==> src/rtl/cpu_bus_responder.sv <==
// cpu_bus_responder: serves 8227 CPU bus cycles from a req/ack memory port.
// Writes are posted through a small FIFO; reads stall the CPU until data returns.
module cpu_bus_responder #(
  parameter int ADDR_W     = 16,
  parameter int WBUF_DEPTH = 4
) (
  input  logic                          clk,
  input  logic                          rst,
  input  logic [ADDR_W-1:0]             cpu_addr,
  input  logic                          cpu_rnw,
  input  logic [7:0]                    cpu_wdata,
  input  logic                          cpu_strobe,
  output logic                          cpu_ready,
  output logic [7:0]                    cpu_rdata,
  output logic                          mem_req,
  output logic                          mem_we,
  output logic [ADDR_W-1:0]             mem_addr,
  output logic [7:0]                    mem_wdata,
  input  logic                          mem_ack,
  input  logic [7:0]                    mem_rdata,
  output logic [$clog2(WBUF_DEPTH):0]   wbuf_count,
  output logic                          wr_overflow
);

  localparam int PW = $clog2(WBUF_DEPTH);
  localparam logic [PW:0]   CNT_ONE  = (PW+1)'(1);
  localparam logic [PW:0]   CNT_FULL = (PW+1)'(WBUF_DEPTH);
  localparam logic [PW-1:0] PTR_ONE  = PW'(1);

  typedef enum logic [1:0] {
    S_IDLE,
    S_WRITE,
    S_READ
  } state_t;

  state_t            r_state;
  state_t            w_next;
  logic [ADDR_W-1:0] r_fa [WBUF_DEPTH];
  logic [7:0]        r_fd [WBUF_DEPTH];
  logic [PW-1:0]     r_wptr;
  logic [PW-1:0]     r_rptr;
  logic [PW:0]       r_count;
  logic              r_ovf;
  logic              r_rd_valid;
  logic [ADDR_W-1:0] r_rd_addr;
  logic [7:0]        r_rdata;

  logic w_wr_req;
  logic w_full;
  logic w_pop;
  logic w_push;
  logic w_pending;
  logic w_issue_rd;
  logic w_rd_done;

  assign cpu_ready = r_rd_valid & cpu_rnw & (r_rd_addr == cpu_addr);
  assign w_pending = cpu_rnw & ~cpu_ready;
  assign w_wr_req  = cpu_strobe & ~cpu_rnw;
  assign w_full    = (r_count == CNT_FULL);
  assign w_pop     = (r_state == S_WRITE) & mem_ack;
  // A pop in the same cycle frees the slot, so a full FIFO still accepts.
  assign w_push    = w_wr_req & (~w_full | w_pop);

  assign cpu_rdata   = r_rdata;
  assign wbuf_count  = r_count;
  assign wr_overflow = r_ovf;

  // State register.
  always_ff @(posedge clk) begin
    if (rst) r_state <= S_IDLE;
    else     r_state <= w_next;
  end

  // Next state and memory port drive; posted writes win over reads.
  always_comb begin
    w_next     = r_state;
    mem_req    = 1'b0;
    mem_we     = 1'b0;
    mem_addr   = '0;
    mem_wdata  = '0;
    w_issue_rd = 1'b0;
    w_rd_done  = 1'b0;
    unique case (r_state)
      S_IDLE: begin
        if (r_count != '0) begin
          w_next = S_WRITE;
        end else if (w_pending) begin
          w_next     = S_READ;
          w_issue_rd = 1'b1;
        end
      end
      S_WRITE: begin
        mem_req   = 1'b1;
        mem_we    = 1'b1;
        mem_addr  = r_fa[r_rptr];
        mem_wdata = r_fd[r_rptr];
        if (mem_ack) w_next = S_IDLE;
      end
      S_READ: begin
        mem_req  = 1'b1;
        mem_addr = r_rd_addr;
        if (mem_ack) begin
          w_next    = S_IDLE;
          w_rd_done = 1'b1;
        end
      end
      default: w_next = S_IDLE;
    endcase
  end

  // Posted-write storage; contents need no reset.
  always_ff @(posedge clk) begin
    if (w_push) begin
      r_fa[r_wptr] <= cpu_addr;
      r_fd[r_wptr] <= cpu_wdata;
    end
  end

  // FIFO pointers, occupancy and sticky overflow flag.
  always_ff @(posedge clk) begin
    if (rst) begin
      r_wptr  <= '0;
      r_rptr  <= '0;
      r_count <= '0;
      r_ovf   <= 1'b0;
    end else begin
      if (w_push) r_wptr <= r_wptr + PTR_ONE;
      if (w_pop)  r_rptr <= r_rptr + PTR_ONE;
      unique case ({w_push, w_pop})
        2'b10:   r_count <= r_count + CNT_ONE;
        2'b01:   r_count <= r_count - CNT_ONE;
        default: r_count <= r_count;
      endcase
      if (w_wr_req & ~w_push) r_ovf <= 1'b1;
    end
  end

  // Read tracking; issuing a read invalidates old data so it is never acked.
  always_ff @(posedge clk) begin
    if (rst) begin
      r_rd_valid <= 1'b0;
      r_rd_addr  <= '0;
      r_rdata    <= '0;
    end else if (w_issue_rd) begin
      r_rd_valid <= 1'b0;
      r_rd_addr  <= cpu_addr;
    end else if (w_rd_done) begin
      r_rd_valid <= 1'b1;
      r_rdata    <= mem_rdata;
    end else if (cpu_strobe & cpu_ready) begin
      r_rd_valid <= 1'b0;
    end
  end

endmodule

==> config.mk <==
export PLATFORM = sky130hd
export DESIGN_NAME = cpu_bus_responder
export DESIGN_NICKNAME = d
export VERILOG_FILES = /design/src/rtl/cpu_bus_responder.sv
export SDC_FILE = /design/constraint.sdc
export NUM_CORES = 1
export LEC_CHECK = 0
export ABC_AREA = 1
export CAP_MARGIN = 20
export CORE_ASPECT_RATIO = 0.7
export CORE_MARGIN = 2
export CORE_UTILIZATION = 30
export DETAILED_ROUTE_END_ITERATION = 8
export SYNTH_ARGS = -nofsm -noshare
export SYNTH_HDL_FRONTEND = slang
export SYNTH_SLANG_ARGS = --single-unit
export TNS_END_PERCENT = 5
==> constraint.sdc <==
create_clock -name clk -period 7.2 [get_ports clk]
set_input_delay 1.44 -clock clk [delete_from_list [all_inputs] [get_ports clk]]
set_output_delay 1.44 -clock clk [all_outputs]
set_load 0.02 [all_outputs]
==> results.md <==
- Hpwl dp: 8880 µm
- Cell variety after synth: 34
- # Post-CTS Setup Buffers: 0
- Top cells by count, synth: nor2_1, edfxtp_1, nand2_1
- Max Freq: 195 MHz
- I/O pins: 76
- Pleak: between 2 and 3 nW
- Synth Flop Type: edfxtp_1
- Fraction of registers with async set/reset: 0%
- Post-synthesis register bit count: about 130
- Fin. max-slew vios: 0
- Drt first pass iters: 5
- Peak VDD IR: about 0.16 mV
- DIE AREA: 0.0203 mm²
- Number of CTS-inserted buffers: 17
- CTS Hold Bufs: 0
- Input/output buffers: 75
- Unrepaired setup endpoints after global routing: no
- Ys Warns: 0
- Clock transition at path regs: 0.06 ns
- Total nets after synthesis: around 640
- Syn avg cell area: 9.76 µm²
- CTS tree: built
- Drt drc: 0
- Count of flip-flops with a built-in enable after synthesis: 96
- Hold Path Class: reg2reg
- Final instance area: between 0.007 and 0.008 mm²
- Relative slew slack: 37.2%
- H-Tree Depth: 4
- Outcome: finished, final reports clean
- Fin crit share: a little under three quarters
- Clock Latency Late Sink: roughly 0.42 ns
- Final setup fails: 0
- Total number of vias: between 4000 and 5000
- Area share of the largest cell type after synthesis: 50.1%
- Fin cells: 919
- Final setup TNS: 0 ns
- Max Buffers Root-to-Sink: 2
- Post-CTS sizing: 0
- Global-route wire length before repair: between 20000 and 25000 µm
- GRT Residual Overflow: 0
- Critical Path AT: 3.68 ns
- Die W: 170 µm
- Post-layout util: 38.9%
- Layout cells sized above 1: about 7.5%
- Data required, critical path: between 5 and 6 ns
- Total track usage: 14.8%
- Yosys top cell by area: edfxtp_1
- Initial antenna violation count: 0
- Worst setup path category: in2out
- Routed wire per std cell: 15.7 µm
- Layout fillers: 1839
- Net count, final: 709
- Number of max-cap violations: 0
- Most frequent cell after synthesis: nor2_1
- Register area share after synthesis: a little over three fifths
- Area contributors post-synth: edfxtp_1, dfxtp_1, nor2_1, nand2_1, o21ai_0
- Layout overhead on the synthesized area: 27.6%
- Clock Skew: 0.0121 ns
- Vias in the first global route: around 4000
- WL final: 14400 µm
- Core area: 0.0189 mm²
- FP Rows: 42
- GP Congestion: 0.857
- Initial Util: 30.5%
- Cell total after placement: roughly 900
- Root buf cell: clkbuf_16
- ANT nets after route: 0
- Crit path max fanout: 8
- Min cycle time layout: 5.12 ns
- Actual slew at the worst max-slew pin: 0.940 ns
- PwrDens: 298 mW/mm²
- Clock sink total: 133
- CP Capture Type: primary output
- Startpoint types: primary input
- Die Ht: 120 µm
- Final hold violations: 0
- Placed cell area: 0.00675 mm²
- N_diodes: 0
- Largest net degree at the start of global routing: 50
- Gate Count Post-Synth: 590
- Cell Area, Synth: 0.00576 mm²
- Routed vias/inst: 4.64
- Initial DRC Count: approximately 290
[final cells by class]
| cell class | count | area, µm² | share of cell area, % |
|---|---|---|---|
| repair buffers | 80 | 788 | 10.7 |
| well taps | 242 | 303 | 4.12 |
| clock inverters | 12 | 155 | 2.11 |
| flip-flops and latches | 133 | 3620 | 49.3 |
| inverters | 57 | 215 | 2.93 |
| multi-input cells | 375 | 1820 | 24.8 |
| clock buffers | 20 | 437 | 5.94 |
[worst paths after layout]
kind	start	endpoint	slack [ns]	cells after the start
setup / recovery	cpu_addr[2]	cpu_ready	2.08	6
hold / removal	wr_overflow$_SDFFE_PP0P_	wr_overflow$_SDFFE_PP0P_	0.48	2
hold reg to reg	wr_overflow$_SDFFE_PP0P_	wr_overflow$_SDFFE_PP0P_	0.48	2
setup reg to reg	r_state[1]$_SDFFE_PP0P_	r_fd[1][4]$_DFFE_PP_	4.18	6
[through the flow]
step | hold slack (ns) | power, W | worst slack (ns)
final | 0.479 | 0.00219 | 2.08
after global routing | 0.502 | 0.00229 | 1.99
after CTS | 0.477 | 0.00221 | 2.07
after floorplan | 0.444 | 0.00118 | 3.25
after detailed placement | 0.461 | 0.00133 | 2.11
after global placement | 0.459 | 0.00133 | 2.09
[cell usage in the layout, fill, tap and decap left out, types with 5 or more instances in the layout]
master	synthesis	routed
nand2_1	92	92
inv_1	55	54
o21ai_0	68	68
edfxtp_1	96	96
dfxtp_1	37	37
a21oi_1	44	44
buf_4	1	5
clkbuf_16	0	17
a21oi_2	7	7
nand3_1	6	6
ha_1	7	7
o21ai_1	14	14
o22ai_1	16	16
nor2_1	102	98
clkdlybuf4s50_1	0	75
[power by group]
group	leakage [nW]	switching [W]	total [W]	internal [W]
clock	0.274	0.000325	0.000869	0.000544
sequential	1.17	0.0000303	0.000902	0.000872
combinational	1.15	0.000270	0.000416	0.000145
total	2.60	0.000626	0.00219	0.00156
[flip-flops by register name (all words and copies together) (netlist names), named ones only]
signal       count
cpu_rdata        8
r_fa            64
r_fd            32
r_rd_addr       16
r_rd_valid       1
r_rptr           2
r_state          2
r_wptr           2
wbuf_count       3
wr_overflow      1
[cell families after synthesis]
kind of cell | after synthesis | synth area share [%]
buffers and inverters | 82 | 5.78
DFF | 133 | 63.0
AOI/OAI and AO/OA | 152 | 14.2
adders and majority gates | 8 | 1.87
xor gates and xnor gates | 2 | 0.304
and+or+nand+nor | 213 | 14.9
[routing by layer]
layer / global-route usage [%] / vias up / share of wire, %
met5: 0 / - / 0
met4: 3.85 / 0 / 0.78
met3: 4.25 / 7 / 3.5
met2: 21.2 / 72 / 43
met1: 21.7 / 2025 / 53
li1: - / 2160 / -
[worst max-delay path, stage by stage]
cell	delay, ns
clkdlybuf4s50_1	0.64
o21ai_0	0.19
nor3b_1	0.20
nand2_1	0.07
nor4_1	0.44
clkdlybuf4s50_1	0.69
(Power assumes the default switching activity.)
